===== src/rtl/bin_to_bcd_seq.sv =====
// Sequential 14-bit binary to 4-digit packed BCD converter (double dabble).
// One iteration per clock: 14 CONVERT cycles per operand, done pulses once
// per completed conversion, overflow flags operands above 9999.
module bin_to_bcd_seq (
  input  logic        clk,
  input  logic        reset,
  input  logic        start,
  input  logic [13:0] bin,
  output logic        busy,
  output logic        done,
  output logic [15:0] bcd,
  output logic        overflow
);

  typedef enum logic {
    IDLE    = 1'b0,
    CONVERT = 1'b1
  } state_t;

  state_t      state_q, state_d;
  logic [3:0]  cnt_q, cnt_d;
  logic [13:0] op_q, op_d;
  logic [16:0] scr_q, scr_d;
  logic [16:0] adj;
  logic [15:0] bcd_q, bcd_d;
  logic        ovf_q, ovf_d;
  logic        done_q, done_d;

  // Add-3 correction on every scratch nibble >= 5; bit 16 is at most 1 and never needs it
  always_comb begin
    adj = scr_q;
    for (int unsigned i = 0; i < 4; i++) begin
      if (scr_q[4*i +: 4] >= 4'd5) begin
        adj[4*i +: 4] = scr_q[4*i +: 4] + 4'd3;
      end
    end
  end

  // Next-state, datapath update and completion strobe
  always_comb begin
    state_d = state_q;
    cnt_d   = cnt_q;
    op_d    = op_q;
    scr_d   = scr_q;
    bcd_d   = bcd_q;
    ovf_d   = ovf_q;
    done_d  = 1'b0;
    unique case (state_q)
      IDLE: begin
        if (start) begin
          op_d    = bin;
          scr_d   = '0;
          cnt_d   = '0;
          state_d = CONVERT;
        end
      end
      CONVERT: begin
        scr_d = {adj[15:0], op_q[13]};
        op_d  = {op_q[12:0], 1'b0};
        cnt_d = cnt_q + 4'd1;
        if (cnt_q == 4'd13) begin
          // After the last shift a set bit 16 means the operand was >= 10000
          bcd_d   = scr_d[15:0];
          ovf_d   = scr_d[16];
          done_d  = 1'b1;
          cnt_d   = '0;
          state_d = IDLE;
        end
      end
      default: state_d = IDLE;
    endcase
  end

  // State and datapath registers, asynchronously cleared
  always_ff @(posedge clk or posedge reset) begin
    if (reset) begin
      state_q <= IDLE;
      cnt_q   <= '0;
      op_q    <= '0;
      scr_q   <= '0;
      bcd_q   <= '0;
      ovf_q   <= 1'b0;
      done_q  <= 1'b0;
    end else begin
      state_q <= state_d;
      cnt_q   <= cnt_d;
      op_q    <= op_d;
      scr_q   <= scr_d;
      bcd_q   <= bcd_d;
      ovf_q   <= ovf_d;
      done_q  <= done_d;
    end
  end

  assign busy     = (state_q == CONVERT);
  assign done     = done_q;
  assign bcd      = bcd_q;
  assign overflow = ovf_q;

endmodule


===== config.mk =====
export PLATFORM = sky130hd
export DESIGN_NAME = bin_to_bcd_seq
export DESIGN_NICKNAME = d
export VERILOG_FILES = /design/src/rtl/bin_to_bcd_seq.sv
export SDC_FILE = /design/constraint.sdc
export NUM_CORES = 1
export LEC_CHECK = 0
export CAP_MARGIN = 20
export CORE_MARGIN = 3
export CORE_UTILIZATION = 35
export CTS_BUF_LIST = sky130_fd_sc_hd__clkbuf_8
export CTS_CLUSTER_SIZE = 10
export DETAILED_ROUTE_END_ITERATION = 8
export DONT_BUFFER_PORTS = 1
export GPL_TIMING_DRIVEN = 0
export MAX_ROUTING_LAYER = met4
export PLACE_DENSITY = 0.59
export SETUP_SLACK_MARGIN = 0.2
export SYNTH_ARGS = -nofsm -noshare
export SYNTH_HDL_FRONTEND = slang
export SYNTH_SLANG_ARGS = --single-unit

===== constraint.sdc =====
create_clock -name clk -period 1.6 [get_ports clk]
set_input_delay 0.32 -clock clk [delete_from_list [all_inputs] [get_ports clk]]
set_output_delay 0.32 -clock clk [all_outputs]
set_load 0.01 [all_outputs]

Word-level counts from Yosys, hierarchy flattened
Index checks and enable logic that the tools add are counted.

Register bits after elaboration: 53. Input bits: 17. Output and inout bits: 19. Word-level logic and storage cells: 36.

Add/sub/neg operators: 5. Order comparisons: 4. Equality and inequality tests: 2. Mux-type cells: 16. Bitwise logic cells: 1. Reductions and logical operators: 1.

Operators by type and width (count): case mux 16 bit (2 select lines) (1); case mux 14 bit (2 select lines) (1); two-way mux 4 bit (6); adder 4 x 2 -> 4 bit (second input constant) (4); greater-or-equal comparator 4 x 3 -> 1 bit (second input constant) (4); two-way mux 16 bit (1); two-way mux 14 bit (1); case mux 4 bit (2 select lines) (1); adder 4 x 1 -> 4 bit (second input constant) (1); == test 4 bit (second input constant) (1); two-way mux 1 bit (4); != test 2 bit (second input constant) (1); case mux 1 bit (2 select lines) (1); AND reduction 2 bit (1); NOT 1 bit (1).

Longest topological paths before layout
Depth in word-level cells: 3. Mapped depth: 6. Mapped depth without buffers: 6.

Worst setup path before layout
OpenSTA, ideal clock, no wires.

Path kind: reg2reg. Start: register scr_q[8]. End: register bcd_q[10] (netlist: bcd[10]). Setup time: 0.083 ns. Arrival: 1.440 ns. Required time: 1.517 ns. Setup slack: 0.077 ns. Cell stages (with the launch flop): 7. Path buffers: 0. Period minus slack after synthesis: 1.523 ns. Path through: dfrtp_1 inv_1 ha_1 nand2b_1 a21oi_1 mux2_2 o21ai_0.

Cells in the longest elaborated chain, start to end: 2. Elaborated cells between the ends (all ways): 3. Those cells by class: add/sub (1); order compare (1); mux (1).

Ends and longest elaborated chain: start, declared (RTL line 23) `logic [16:0] scr_q, scr_d;`; start signal, assigned (RTL line 88) `scr_q <= scr_d;`; adder 4 x 2 -> 4 bit / greater-or-equal comparator 4 x 3 -> 1 bit (equally long branches) (RTL line 34, 33); two-way mux 4 bit * (RTL line 33) `if (scr_q[4*i +: 4] >= 4'd5) begin`; end signal, assigned (RTL line 81) `bcd_q <= '0;`; end signal, assigned (RTL line 89) `bcd_q <= bcd_d;`; end, declared (RTL line 25) `logic [15:0] bcd_q, bcd_d;`.

Mark *: on every way between the ends. The rest lies on a longest branch, timed or not. A chain may end at the register's enable or synchronous reset.

Worst setup path after layout
Start: register scr_q[8]. End: register scr_q[10].

Cells in the longest elaborated chain, start to end: 3. Elaborated cells between the ends (all ways): 4. Those cells by class: add/sub (1); order compare (1); mux (2).

Ends and longest elaborated chain: adder 4 x 2 -> 4 bit / greater-or-equal comparator 4 x 3 -> 1 bit (equally long branches) (RTL line 34, 33); two-way mux 4 bit * (RTL line 33); case mux 16 bit (2 select lines) * (RTL line 48) `unique case (state_q)`.

Marked as above.

==> metrics.md <==
| Metric | Value |
|---|---|
| CTS tree | `yes` |
| Leak | `1.44 nW` |
| Status | `finished clean` |
| Worst Clk Skew | `0.0106 ns` |
| Yosys cell types | `32` |
| 1st-pass router iterations | `4` |
| Setup TNS | `0 ns` |
| Synth Warn # | `0` |
| GRT Overall Usage | `14.9%` |
| Routed len/inst | `15.1 um` |
| Post-Synth Adder-Cell Area | `4.94%` |
| Compound-Gate Fraction of Synth Area | `14.3%` |
| Die area | `about 8300 um^2` |
| # port buffers | `0` |
| Xor/xnor share of the synthesized area | `between 1.5 and 2%` |
| Clock Latency Late Sink | `slightly above 0.3 ns` |
| Initial DRC count | `62` |
| Clk pin slew, worst setup/hold paths | `0.09 ns` |
| DRT Wirelength | `5.75 mm` |
| Worst setup path category | `reg2reg` |
| Clock sink total | `53` |
| Fraction of layout instances using a drive strength above 1 | `32.4%` |
| Tcrit/Tclk final | `91.7%` |
| Max-cap viol count | `0` |
| Leading area contributor after synthesis | `dfrtp_1` |
| Syn-to-layout area delta | `25.5%` |
| Net Count, Synth | `roughly 280` |
| PD cells | `2060 nW/um^2` |
| Grt met2 use | `between 20 and 25%` |
| Clk root buf | `clkbuf_8` |
| Layout Nets | `310` |
| Tmin final | `1.47 ns` |
| Core Region | `6910 um^2` |
| # fillers | `692` |
| Synthesized flop and latch total | `53` |
| Gate Count Post-Synth | `between 200 and 300` |
| Pin count of the biggest net entering global routing | `38` |
| Starting Density | `36.7%` |
| Utilization after layout | `46.1%` |
| Met3 Track Usage GR | `3.07%` |
| Die height | `approximately 91 um` |
| Post-Layout Inst Area | `3180 um^2` |
| Multiplexer share of the synthesized area | `9.03%` |
| Top post-synthesis cells by area | `dfrtp_1, o21ai_0, nand2_1, mux2i_1, ha_1` |
| Row Count | `30` |
| Slew Limit Fails | `0` |
| Largest family of logic cells by synthesized area | `compound AO/OA/AOI/OAI gates` |
| Chip Width | `91.1 um` |
| Vias in the first global route | `~2000` |
| Synthesized cell area | `2530 um^2` |
| Detailed-route DRC error count | `0` |
| Hold crit path type | `in2reg` |
| Grt total ovfl | `0` |
| Mapped Avg Cell Area | `10.1 um^2` |
| Post-DP Area | `2720 um^2` |
| Data arrival, critical path | `1.70 ns` |
| Critical path data required time | `1.84 ns` |
| Vias per Instance | `5.04` |
| Worst-path fanout max | `3` |
| WHS | `~0.17 ns` |
| Startpoint types | `register` |
| Synth top area share | `52.3%` |
| Dpl hpwl | `3.79 mm` |
| First-pass GRT wire length | `9.79 mm` |
| Final hold vios | `0` |
| Simple-gate share of the synthesized area | `roughly 14%` |
| RSZ-0062 raised after global routing | `yes` |
| Sequential area share after synthesis | `52.3%` |
| Clock Path Buffers | `2` |
| Ant diodes | `0` |
| # setup viols final | `0` |
| Htree depth | `2` |
| Vias | `1917` |
| GRT met1 Usage | `18.9%` |
| Peak VDD IR | `0.000792 V` |
| Worst-Margin Slew | `approximately 0.49 ns` |
| Ports | `36` |
| Fmax | `682 MHz` |
| Initial antenna violation count | `0` |
| CP Capture Type | `register` |
| CTS Buf Count | `5` |
| Top Usage Layer GRT | `met2` |
| Final GP Congestion | `0.765` |
| Slew HR | `about 67%` |
| Antenna viol nets, final | `0` |
==> power breakdown <==
part	switching (W)	internal [W]	total, W
clock	0.000434	0.000392	0.000826
combinational	0.00151	0.00166	0.00317
sequential	0.000643	0.00193	0.00257
total	0.00259	0.00398	0.00656
==> cells in the mapped netlist <==
| cell type | count |
|---|---|
| dfrtp_1 | 53 |
| nand2_1 | 47 |
| o21ai_0 | 37 |
| mux2i_1 | 15 |
| inv_1 | 11 |
| a21oi_1 | 10 |
| ha_1 | 10 |
| nor3b_1 | 7 |
| o22ai_1 | 7 |
| nor3_1 | 6 |
| clkbuf_1 | 5 |
| nand3_1 | 5 |
| buf_2 | 4 |
| xnor2_1 | 4 |
| mux2_2 | 3 |
| mux2_4 | 3 |
| nand2b_1 | 3 |
| a21o_1 | 2 |
| buf_4 | 2 |
| nor2_1 | 2 |
| o21ai_1 | 2 |
| o31ai_1 | 2 |
| a21o_2 | 1 |
| a21oi_2 | 1 |
| a21oi_4 | 1 |
| a22o_1 | 1 |
| clkinv_1 | 1 |
| inv_2 | 1 |
| nand2b_2 | 1 |
| nand4_4 | 1 |
| nor2_2 | 1 |
| xor2_1 | 1 |
==> cell usage in the layout, fill, tap and decap left out, types with 2 or more instances in the layout <==
cell / netlist / final
clkbuf_2: 0 / 2
buf_4: 2 / 27
nor3b_2: 0 / 2
mux2i_1: 15 / 14
clkinv_2: 0 / 2
nor3_1: 6 / 6
xnor2_2: 0 / 3
a21o_1: 2 / 2
o22ai_1: 7 / 6
nor2_1: 2 / 2
buf_2: 4 / 3
mux2_4: 3 / 6
clkbuf_1: 5 / 2
ha_2: 0 / 5
nand2b_4: 0 / 4
a21oi_4: 1 / 4
nand3_1: 5 / 5
inv_1: 11 / 2
nand2_1: 47 / 47
nor3b_1: 7 / 5
inv_2: 1 / 8
o21ai_2: 0 / 3
o21ai_1: 2 / 7
clkbuf_8: 0 / 7
o21ai_0: 37 / 29
a21oi_1: 10 / 7
dfrtp_1: 53 / 52
ha_4: 0 / 4
==> final cells by class <==
cell class | count | area (um^2) | share of cell area (%)
repair buffers | 26 | 214 | 6.72
inverters | 13 | 56.3 | 1.77
clock buffers | 7 | 96.3 | 3.03
multi-input cells | 173 | 1300 | 40.9
plain buffers | 11 | 62.6 | 1.97
well taps | 96 | 120 | 3.78
flip-flops and latches | 53 | 1330 | 41.7
clock inverters | 1 | 5.00 | 0.157
==> repair_timing <==
| action | 4_1_cts | 5_1_grt |
|---|---|---|
| buffers inserted | 18 | 6 |
| gates resized for setup | 31 | 16 |
| endpoints found under the setup margin | 30 | 33 |
| hold endpoints to repair | 16 | 0 |
| hold buffers | 1 | 0 |
| pin swaps | 10 | 10 |
==> routing by layer <==
metal,vias up,part of all wire (%)
li1,923,-
met1,948,46
met2,43,50
met3,3,3.8
met4,0,0.47
met5,-,0
==> state kept, by name, indices dropped and copies added, names as in the netlist <==
signal	flops
overflow	1
scr_q	16
bcd	16
done	1
cnt_q	4
op_q	14
busy	1
==> final timing paths <==
kind                                 startpoint                     to  slack, ns  depth (start not counted)
min reg2reg                 op_q[5]$_DFFE_PP0P_    op_q[6]$_DFFE_PP0P_       0.50                          2
max reg2reg                scr_q[8]$_DFFE_PP0P_  scr_q[10]$_DFFE_PP0P_       0.13                          5
min in group asynchronous                 reset   scr_q[7]$_DFFE_PP0P_       0.49                          2
max in group asynchronous                 reset  scr_q[12]$_DFFE_PP0P_       0.60                          3
min                                      bin[0]    op_q[0]$_DFFE_PP0P_       0.17                          2
max                        scr_q[8]$_DFFE_PP0P_  scr_q[10]$_DFFE_PP0P_       0.13                          5
==> worst max-delay path, stage by stage (launching register included) <==
cell and delay [ns]:
dfrtp_1 0.44, ha_2 0.21, nand2b_4 0.15, a21oi_4 0.16, mux2_4 0.33, o21ai_2 0.11
==> per-stage QoR <==
step | total power (W) | cells | setup slack [ns]
after global routing | 0.00711 | 380 | 0.0934
after global placement | 0.00472 | 346 | 0.0785
final | 0.00656 | 380 | 0.133
after CTS | 0.00632 | 374 | 0.165
after detailed placement | 0.00482 | 347 | 0.0417
after floorplan | 0.00426 | 250 | 0.176
==> kinds of logic after synthesis <==
family,Yosys count
XOR/XNOR,5
multiplexers,21
adder cells (fa/ha/maj),10
AND/OR/NAND/NOR,73
flip-flops,53
AO/OA/AOI/OAI,64
buffers and inverters,24
No activity file was read; power rests on OpenSTA's default activity.
